[src/rtl/bp_l15_pkg.sv]
// Shared definitions for the BP <-> L1.5 return-path encoder.
//   - FSM state enum for the response encoder
//   - pending-request entry {store, size, addr}
//   - lane-select and byte-reverse helpers
// Return-type codes fall back to the OpenPiton iop.h encodings when iop.h has not
// already been read into this compilation unit.

`ifndef LOAD_RET
`define LOAD_RET 4'b0000
`endif
`ifndef EVICT_REQ
`define EVICT_REQ 4'b0011
`endif
`ifndef ST_ACK
`define ST_ACK 4'b0100
`endif
`ifndef INT_RET
`define INT_RET 4'b0111
`endif

package bp_l15_pkg;

  typedef enum logic [0:0] {
    e_idle,
    e_resp
  } bp_l15_resp_state_e;

  typedef struct packed {
    logic        store;
    logic [2:0]  size;
    logic [39:0] addr;
  } bp_l15_pend_entry_t;

  // L1.5 returns a 16-byte line; addr[3] picks the 8-byte half.
  function automatic logic [63:0] bp_l15_lane_sel(input logic        addr3,
                                                  input logic [63:0] data_0,
                                                  input logic [63:0] data_1);
    return addr3 ? data_1 : data_0;
  endfunction

  function automatic logic [63:0] bp_l15_byte_rev(input logic [63:0] data);
    logic [63:0] rev;
    rev = '0;
    for (int i = 0; i < 8; i++) begin
      rev[8*i +: 8] = data[8*(7-i) +: 8];
    end
    return rev;
  endfunction

endpackage

[src/rtl/bp_l15_pend_fifo.sv]
// In-order pending-request queue: circular buffer with wrapping pointers.
// Ports:
//   clk_i, reset_i   clock, asynchronous active-high reset
//   push_i, data_i   enqueue request (dropped when full)
//   pop_i, data_o    dequeue head (ignored when empty); data_o shows the head
//   full_o, empty_o  occupancy status from the registered count
//   overflow_o       push attempted while full
module bp_l15_pend_fifo
  import bp_l15_pkg::*;
#(
  parameter int unsigned Depth = 2
) (
  input  logic               clk_i,
  input  logic               reset_i,
  input  logic               push_i,
  input  bp_l15_pend_entry_t data_i,
  input  logic               pop_i,
  output bp_l15_pend_entry_t data_o,
  output logic               full_o,
  output logic               empty_o,
  output logic               overflow_o
);

  localparam int unsigned PtrW = $clog2(Depth);
  localparam int unsigned CntW = PtrW + 1;

  bp_l15_pend_entry_t mem_q [Depth];
  logic [PtrW-1:0]    wr_ptr_q, wr_ptr_d;
  logic [PtrW-1:0]    rd_ptr_q, rd_ptr_d;
  logic [CntW-1:0]    count_q, count_d;
  logic               push_ok, pop_ok;

  assign full_o     = (count_q == CntW'(Depth));
  assign empty_o    = (count_q == '0);
  assign overflow_o = push_i & full_o;
  assign push_ok    = push_i & ~full_o;
  assign pop_ok     = pop_i & ~empty_o;
  assign data_o     = mem_q[rd_ptr_q];

  // Depth is a power of two, so pointers wrap by natural overflow.
  always_comb begin
    wr_ptr_d = wr_ptr_q;
    rd_ptr_d = rd_ptr_q;
    count_d  = count_q;
    if (push_ok) wr_ptr_d = wr_ptr_q + PtrW'(1);
    if (pop_ok)  rd_ptr_d = rd_ptr_q + PtrW'(1);
    case ({push_ok, pop_ok})
      2'b10:   count_d = count_q + CntW'(1);
      2'b01:   count_d = count_q - CntW'(1);
      default: count_d = count_q;
    endcase
  end

  always_ff @(posedge clk_i or posedge reset_i) begin
    if (reset_i) begin
      wr_ptr_q <= '0;
      rd_ptr_q <= '0;
      count_q  <= '0;
    end else begin
      wr_ptr_q <= wr_ptr_d;
      rd_ptr_q <= rd_ptr_d;
      count_q  <= count_d;
    end
  end

  // Storage needs no reset: entries are only read while the count says valid.
  always_ff @(posedge clk_i) begin
    if (push_ok) mem_q[wr_ptr_q] <= data_i;
  end

endmodule

[src/rtl/bp_l15_resp_encoder.sv]
// L1.5 return -> BP memory-response encoder.
// Pairs each LOAD_RET / ST_ACK with the oldest pending request and presents one
// registered response over a valid/ready handshake. INT_RET pulses interrupt_v_o,
// EVICT_REQ is acked and dropped, anything else is acked and flagged.
// Ports:
//   clk_i, reset_i                 clock, asynchronous active-high reset
//   req_*_i, req_ready_o           accepted-request push into the pending queue
//   l15_transducer_*               L1.5 return packet; transducer_l15_req_ack consumes it
//   mem_resp_*                     BP memory response (valid/ready)
//   interrupt_v_o                  one-cycle interrupt pulse
//   unexpected_o                   sticky protocol-error flag, cleared only by reset
// Build option: BP_L15_ENDIAN_SWAP_EN byte-reverses the selected load lane.
module bp_l15_resp_encoder
  import bp_l15_pkg::*;
#(
  parameter int unsigned PEND_DEPTH = 2
) (
  input  logic        clk_i,
  input  logic        reset_i,
  input  logic        req_v_i,
  input  logic        req_store_i,
  input  logic [2:0]  req_size_i,
  input  logic [39:0] req_addr_i,
  output logic        req_ready_o,
  input  logic        l15_transducer_val,
  input  logic [3:0]  l15_transducer_returntype,
  input  logic [1:0]  l15_transducer_error,
  input  logic [63:0] l15_transducer_data_0,
  input  logic [63:0] l15_transducer_data_1,
  output logic        transducer_l15_req_ack,
  output logic        mem_resp_v_o,
  input  logic        mem_resp_ready_i,
  output logic        mem_resp_store_o,
  output logic [2:0]  mem_resp_size_o,
  output logic [39:0] mem_resp_addr_o,
  output logic [63:0] mem_resp_data_o,
  output logic        mem_resp_err_o,
  output logic        interrupt_v_o,
  output logic        unexpected_o
);

  bp_l15_resp_state_e state_q, state_d;
  bp_l15_pend_entry_t resp_q, resp_d;
  logic [63:0]        data_q, data_d;
  logic               store_q, store_d;
  logic               err_q, err_d;
  logic               int_q, int_d;
  logic               unexp_q, unexp_d;

  bp_l15_pend_entry_t push_entry, head;
  logic               pop, full, empty, overflow;
  logic [63:0]        lane, lane_fmt;
  logic               is_mem_ret, is_st_ack;

  assign push_entry = '{store: req_store_i, size: req_size_i, addr: req_addr_i};

  bp_l15_pend_fifo #(
    .Depth (PEND_DEPTH)
  ) u_pend_fifo (
    .clk_i      (clk_i),
    .reset_i    (reset_i),
    .push_i     (req_v_i),
    .data_i     (push_entry),
    .pop_i      (pop),
    .data_o     (head),
    .full_o     (full),
    .empty_o    (empty),
    .overflow_o (overflow)
  );

  assign req_ready_o = ~full;

  assign is_st_ack  = (l15_transducer_returntype == `ST_ACK);
  assign is_mem_ret = is_st_ack || (l15_transducer_returntype == `LOAD_RET);

  always_comb begin
    lane = bp_l15_lane_sel(head.addr[3], l15_transducer_data_0, l15_transducer_data_1);
`ifdef BP_L15_ENDIAN_SWAP_EN
    lane_fmt = bp_l15_byte_rev(lane);
`else
    lane_fmt = lane;
`endif
  end

  always_comb begin
    state_d                = state_q;
    resp_d                 = resp_q;
    data_d                 = data_q;
    store_d                = store_q;
    err_d                  = err_q;
    int_d                  = 1'b0;
    unexp_d                = unexp_q | overflow;
    pop                    = 1'b0;
    transducer_l15_req_ack = 1'b0;
    case (state_q)
      e_idle: begin
        if (l15_transducer_val) begin
          transducer_l15_req_ack = 1'b1;
          if (is_mem_ret) begin
            if (!empty) begin
              pop     = 1'b1;
              resp_d  = head;
              store_d = is_st_ack;
              err_d   = |l15_transducer_error;
              data_d  = is_st_ack ? 64'h0 : lane_fmt;
              state_d = e_resp;
            end else begin
              unexp_d = 1'b1;
            end
          end else if (l15_transducer_returntype == `INT_RET) begin
            int_d = 1'b1;
          end else if (l15_transducer_returntype != `EVICT_REQ) begin
            unexp_d = 1'b1;
          end
        end
      end
      e_resp: begin
        if (mem_resp_ready_i) state_d = e_idle;
      end
      default: state_d = e_idle;
    endcase
  end

  always_ff @(posedge clk_i or posedge reset_i) begin
    if (reset_i) begin
      state_q <= e_idle;
      resp_q  <= '0;
      data_q  <= '0;
      store_q <= 1'b0;
      err_q   <= 1'b0;
      int_q   <= 1'b0;
      unexp_q <= 1'b0;
    end else begin
      state_q <= state_d;
      resp_q  <= resp_d;
      data_q  <= data_d;
      store_q <= store_d;
      err_q   <= err_d;
      int_q   <= int_d;
      unexp_q <= unexp_d;
    end
  end

  assign mem_resp_v_o     = (state_q == e_resp);
  assign mem_resp_store_o = store_q;
  assign mem_resp_size_o  = resp_q.size;
  assign mem_resp_addr_o  = resp_q.addr;
  assign mem_resp_data_o  = data_q;
  assign mem_resp_err_o   = err_q;
  assign interrupt_v_o    = int_q;
  assign unexpected_o     = unexp_q;

endmodule

[config.mk]
export PLATFORM = sky130hd
export DESIGN_NAME = bp_l15_resp_encoder
export DESIGN_NICKNAME = d
export VERILOG_FILES = /design/src/rtl/bp_l15_pkg.sv /design/src/rtl/bp_l15_pend_fifo.sv /design/src/rtl/bp_l15_resp_encoder.sv
export SDC_FILE = /design/constraint.sdc
export NUM_CORES = 1
export LEC_CHECK = 0
export ABC_AREA = 1
export BUFFER_PORTS_ARGS = -buffer_cell sky130_fd_sc_hd__buf_2
export CAP_MARGIN = 30
export CORE_MARGIN = 3
export CORE_UTILIZATION = 50
export DETAILED_ROUTE_END_ITERATION = 8
export PLACE_DENSITY = 0.92
export SYNTH_ARGS = -nofsm -noshare
export SYNTH_HDL_FRONTEND = slang
export SYNTH_SLANG_ARGS = --single-unit
export TNS_END_PERCENT = 1
[constraint.sdc]
create_clock -name clk_i -period 5.2 [get_ports clk_i]
set_input_delay 0.78 -clock clk_i [delete_from_list [all_inputs] [get_ports clk_i]]
set_output_delay 0.78 -clock clk_i [all_outputs]
set_load 0.1 [all_outputs]
==> results of run 1 <==
## worst register-to-register path, delay by kind of cell, from the launching register on
kind	cells	cell delay, ns
buffers and inverters	3	1.20
AND/OR/NAND/NOR	6	0.87
flip-flops	1	0.39
## per-stage QoR
step	hold WS, ns	cells	area [um2]	util [%]
floorplan	0.4846	949	8621	-
global placement	0.4495	1413	10130	60.64
detailed placement	0.4541	1414	10150	60.76
CTS	0.4508	1452	10850	64.96
global route	0.4479	1454	10850	64.99
finish	0.4429	1454	10850	64.99
## synth_stat cells (all sizes together) (2+ instances only)
cell type,count
o21ai,4
a21oi,2
buf,51
nand3,132
dfrtp,116
nand2,524
clkbuf,10
inv,11
edfxtp,86
nor2,7
## metal layers
layer / routed length, um / vias up
li1: - / 3579
met3: 2206 / 56
met1: 8123 / 3402
met5: 43 / -
met2: 11440 / 337
met4: 671 / 6
## flip-flops by register name (all words and copies together) (netlist names)
name                  count
mem_resp_err_o            1
mem_resp_data_o          64
u_pend_fifo.count_q       2
unexpected_o              1
mem_resp_v_o              1
u_pend_fifo.wr_ptr_q      1
u_pend_fifo.rd_ptr_q      1
mem_resp_addr_o          40
interrupt_v_o             1
mem_resp_store_o          1
u_pend_fifo.mem_q        86
mem_resp_size_o           3
## placed cells by master (no fill, tap or decap), types with 3 or more instances in the layout
master and count:
edfxtp_1 86, buf_4 10, o21ai_0 3, buf_2 295, clkbuf_8 4, nand2_1 521
inv_1 7, nor2_1 3, clkbuf_1 6, nor2_4 3, clkbuf_16 21, nand2_2 3
nand3_1 132, dfrtp_1 116
## kinds of logic after synthesis
kind of cell / share of synthesized area, %
AO/OA/AOI/OAI: 0.5370
XOR/XNOR: 0.2032
adder cells (fa/ha/maj): 0.1451
buffers and inverters: 4.514
flip-flops: 63.63
AND/OR/NAND/NOR: 30.97
## path summary, 6_finish.rpt
check,slack [ns],end
max in group asynchronous,3.58,mem_resp_addr_o[5]$_DFFE_PP0P_
hold / removal,0.44,mem_resp_data_o[16]$_DFFE_PP0P_
setup / recovery,2.66,mem_resp_data_o[9]$_DFFE_PP0P_
min in group clk_i,0.47,mem_resp_addr_o[7]$_DFFE_PP0P_
setup reg to reg,2.66,mem_resp_data_o[9]$_DFFE_PP0P_
hold reg to reg,0.47,mem_resp_addr_o[7]$_DFFE_PP0P_
## area by class of cell
| cell class | instances | area share, % |
|---|---|---|
| Clock buffer | 31 | 5.556 |
| Tap cell | 220 | 2.536 |
| Inverter | 11 | 0.4265 |
| Antenna cell | 2 | 0.04611 |
| Sequential cell | 202 | 50.54 |
| Timing Repair Buffer | 306 | 14.48 |
| Clock inverter | 7 | 0.9107 |
| Multi-Input combinational cell | 675 | 25.51 |
==> metrics.csv, run 1 <==
stage,metric,value,unit
status,status,finished clean,
clocking,clockBufferDepth,3,
synthesis,synth_area_per_cell,9.084,um2
worst_setup_path,path_max_fanout,65,
timing,rsz0062_at_grt,no,
job,drv_cap,0,
clocking,cts_num_sinks,202,
worst_setup_path,cp.depth,9,
detailed_routing,routed_wl,22480,um
worst_hold_path,hold_path.class,primary input to async pin,
finish,multi_input_area,2769,um2
timing,drv_slew,0,
finish,fill_cells,1278,
floorplanning,die_w,137.3,um
clocking,insertion_delay,0.50,ns
timing,min_period,2.537,ns
global_route,grt.total_usage,22.64,%
floorplanning,pin_count,297,
timing,setup-tns-final,0,ns
finish,register_area,5485,um2
detailed_routing,wl_per_cell,15.46,um
timing,tightest_slew,0.8045,ns
timing,finalSetupViolCount,0,
detailed_routing,initialDrtViolationCount,430,
finish,nNetsFinal,1401,
detailed_routing,route.detailed.drc,0,
floorplanning,core_area,16700,um2
global_route,grt_pass1_wl,33750,um
synthesis,synthTopCellsByArea,"dfrtp_1 34%, edfxtp_1 30%, nand2_1 23%, nand3_1 7.7%, buf_2 1.5%",
clocking,cts_tree,built,
synthesis,synth_area_leader_cell,dfrtp_1,
detailed_routing,drtAntennaViolNets,0,
detailed_routing,num_vias,7380,
worst_setup_path,cp_slowest_cell,inv_2,
detailed_routing,via_per_inst,5.076,
worst_setup_path,cpMostUsedCell,nand2_1,
synthesis,ys_async_sr_fraction,57.43,%
place,dp_hpwl,14890,um
worst_setup_path,worstSetupStartpoint,u_pend_fifo.rd_ptr_q$_DFFE_PP0P_,
worst_setup_path,worstPathArrival,2.96,ns
global_route,grt_busiest_layer,met2,
timing,slew_headroom,46.29,%
synthesis,ys_warn_count,0,
timing,skew,0.01806,ns
synthesis,yosys.cell_types.count,23,
worst_setup_path,worst_path_largest_cell_delay,0.59,ns
global_route,met1_usage,25.85,%
synthesis,yosysTopAreaCellShare,33.67,%
timing,clock.fmax,394.1,MHz
worst_setup_path,crit_path_start_kind,register,
worst_setup_path,crit_required,5.62,ns
finish,syn_to_final_growth,25.91,%
global_route,grt_remaining_overflow,0,
worst_setup_path,r2r_start,u_pend_fifo.rd_ptr_q$_DFFE_PP0P_,
timing,finalCritPeriodShare,48.79,%
floorplanning,die_y,137.3,um
place,gp_congestion,0.7471,
worst_setup_path,worstSetupPathType,register to register,
synthesis,synthCells,949,
place,dp_slack,2.258,ns
synthesis,syn_nets,1133,
finish,drive_gt1_share,28.41,%
synthesis,seq_area_frac_synth,63.63,%
synthesis,synth_area,8621,um2
detailed_routing,firstDrtPassIters,5,
floorplanning,num_rows,47,
global_route,antenna_found_initial,5,
clocking,htree_levels,1,
timing,fin_ws,2.663,ns
floorplanning,die-area,18850,um2
clocking,path_clk_slew,0.06,ns
global_route,use_met3,6.282,%
floorplanning,start_util,51.62,%
synthesis,ys_seq_elements,202,
timing,hold_viol_final,0,
clocking,cts_setup_buffers,0,
synthesis,synthFlopType,dfrtp_1,
global_route,grt_use_met2,40.14,%
worst_setup_path,crit_family,buffers and inverters,
worst_setup_path,path_buf_inv,3,
worst_setup_path,r2r_cells,9,
place,portBuffers,295,
synthesis,synth-edff-count,86,
clocking,cts_made_buffers,21,
clocking,hold_buffers,0,
clocking,cts_resized,0,
global_route,grt_pass1_vias,6881,
worst_setup_path,crit_path_cell_trace,inv_2 > nand2_2 > buf_4 > nand2_2 > buf_12 > nand2_1 > nand2_1 > nand3_1 > nand2_1,
worst_setup_path,endpoint_kind,register,
clocking,cts-root-buf,clkbuf_16,
global_route,grt_start_max_net_pins,70,
Power of run 1 is not shown: default switching activity piles up to over one toggle a cycle in this logic, so the estimate is an artifact.
==> run 2: changes to the inputs <==
ABC_AREA = 0   (was 1)
clock period = 2.48 ns   (was 5.2 ns; I/O delays follow)
==> metrics.csv, run 2 <==
stage,metric,value,unit
timing,hold_viol_final,1,
synthesis,synthCells,480,
detailed_routing,drtAntennaViolNets,0,
synthesis,synth_common_cells,"116 x dfrtp_1, 86 x edfxtp_1, 85 x mux2_2",
place,portBuffers,295,
synthesis,ys_async_sr_fraction,57.43,%
finish,final_common_cell,buf_2,
synthesis,ys_warn_count,0,
clocking,htree_levels,1,
synthesis,yosys.cell_types.count,25,
worst_setup_path,crit_required,2.11,ns
synthesis,synth-edff-count,86,
detailed_routing,firstDrtPassIters,4,
floorplanning,core_area,16170,um2
place,dp_hpwl,13740,um
global_route,grt_remaining_overflow,0,
clocking,cts_num_sinks,202,
detailed_routing,num_vias,5261,
global_route,grt_pass1_wl,29610,um
timing,drv_slew,0,
floorplanning,die-area,18380,um2
timing,skew,0.01432,ns
synthesis,ys_seq_elements,202,
status,status,"finished, violations left",
job,drv_cap,0,
floorplanning,start_util,51.90,%
timing,slew_headroom,52.71,%
worst_setup_path,worstSetupPathType,register to output port,
worst_setup_path,path_max_fanout,3,
global_route,grt_pass1_vias,5376,
clocking,cts_made_buffers,22,
timing,finalSetupViolCount,0,
floorplanning,pin_count,297,
place,gp_congestion,0.7976,
clocking,hold_buffers,0,
floorplanning,die_w,135.6,um
synthesis,synth_area_per_cell,17.49,um2
synthesis,synth_area_leader_cell,dfrtp_1,
worst_hold_path,hold_path.class,primary input to async pin,
timing,tightest_slew,0.7094,ns
detailed_routing,via_per_inst,5.209,
clocking,cts_tree,built,
timing,min_period,1.991,ns
clocking,insertion_delay,0.49,ns
finish,diodes,0,
finish,largest-register,u_pend_fifo.mem_q,
global_route,grt.total_usage,20.77,%
timing,setup-tns-final,0,ns
worst_setup_path,worstPathArrival,1.62,ns
global_route,antenna_found_initial,3,
floorplanning,die_y,135.6,um
finish,drive_gt1_share,60.71,%
detailed_routing,wl_per_cell,20.07,um
finish,post-route-util,67.16,%
detailed_routing,initialDrtViolationCount,194,
global_route,grt_start_max_net_pins,117,
finish,nNetsFinal,962,
clocking,cts_resized,0,
status,violations,hold timing,
floorplanning,num_rows,46,
timing,rsz0062_at_grt,no,
worst_setup_path,endpoint_kind,output port,
synthesis,yosysTopAreaCellShare,34.59,%
detailed_routing,route.detailed.drc,0,
finish,syn_to_final_growth,29.41,%
place,dp_cells,970,
finish,instances_no_fill,1010,
worst_setup_path,crit_path_start_kind,register,
detailed_routing,routed_wl,20270,um
synthesis,yosysMostFrequentCell,dfrtp_1,
clocking,cts-root-buf,clkbuf_16,
synthesis,synthTopCellsByArea,"dfrtp_1 35%, edfxtp_1 31%, mux2_2 11%, o2bb2ai_2 8.9%, mux2i_1 8.0%",
synthesis,syn_nets,664,
finish,final_cell_mix,"295 x buf_2, 115 x dfrtp_1, 86 x edfxtp_1, 85 x mux2_2, 66 x mux2i_1",
synthesis,synth_area,8393,um2
timing,clock.fmax,502.3,MHz
finish,largest_register_ffs,86,
timing,hold_ws,-0.005403,ns
clocking,path_clk_slew,0.06,ns
clocking,clockBufferDepth,3,
clocking,cts_setup_buffers,0,
timing,finalCritPeriodShare,80.27,%
synthesis,seq_area_frac_synth,65.35,%
synthesis,synthFlopType,dfrtp_1,
==> run 2: cell types whose count changed in the layout (fill, tap and decap cells not counted), moves of 6 or more <==
cell / delta
nand2_1: -519
nand3_1: -132
mux2_2: +85
mux2i_1: +66
o2bb2ai_2: +50
o2bb2ai_1: +14
buf_4: -7
buf_12: +6
==> run 2: layer usage <==
layer | wire length [um] | vias to the layer above | global-route usage, %
met5 | 34 | - | 0
met1 | 7811 | 2579 | 25.06
met4 | 409 | 6 | 5.431
li1 | - | 2432 | -
met2 | 10310 | 205 | 36.48
met3 | 1706 | 39 | 6.278
==> run 2: cell families after synthesis <==
kind of cell               count (synthesis)  synth area share [%]
AOI/OAI and AO/OA                         67                 10.63
xor gates and xnor gates                   5                0.5217
adders and majority gates                  1                0.1491
buffers and inverters                     38                 2.937
DFF                                      202                 65.35
muxes                                    152                 19.39
and+or+nand+nor                           15                 1.014
==> run 2: layout make-up <==
class,instances,area [um2]
flip-flops and latches,202,5487
fillers,1124,5311
multi-input cells,240,2686
repair buffers,305,1639
clock buffers,27,600.6
well taps,216,270.3
clock inverters,13,148.9
inverters,7,30.03
==> run 2: worst max-delay path, cell delays in order (launching register included) <==
cell and delay (ns):
dfrtp_1 0.40, nand2b_1 0.20, inv_1 0.10, buf_2 0.43
==> run 2: through the flow <==
stage / setup WS, ns / area (um2)
final: 0.4893 / 10860
after CTS: 0.4678 / 10860
after floorplan: -0.6037 / 8404
after detailed placement: 0.5295 / 10110
after global placement: 0.6040 / 10110
after global routing: 0.3763 / 10860
==> run 2: worst paths after layout <==
| kind | from | endpoint | slack (ns) | cells after the start |
|---|---|---|---|---|
| setup reg to reg | u_pend_fifo.count_q[0]$_DFFE_PP0P_ | u_pend_fifo.count_q[1]$_DFFE_PP0P_ | 0.53 | 7 |
| hold / removal | reset_i | mem_resp_data_o[27]$_DFFE_PP0P_ | -0.005 | 3 |
| max in group asynchronous | reset_i | u_pend_fifo.rd_ptr_q$_DFFE_PP0P_ | 1.87 | 3 |
| setup / recovery | mem_resp_v_o$_DFF_PP0_ | transducer_l15_req_ack | 0.49 | 3 |
| hold reg to reg | mem_resp_data_o[30]$_DFFE_PP0P_ | mem_resp_data_o[30]$_DFFE_PP0P_ | 0.48 | 1 |
| min in group clk_i | req_addr_i[17] | u_pend_fifo.mem_q[1][17]$_DFFE_PP_ | 0.06 | 1 |
Power of run 2 is left out for the same reason.
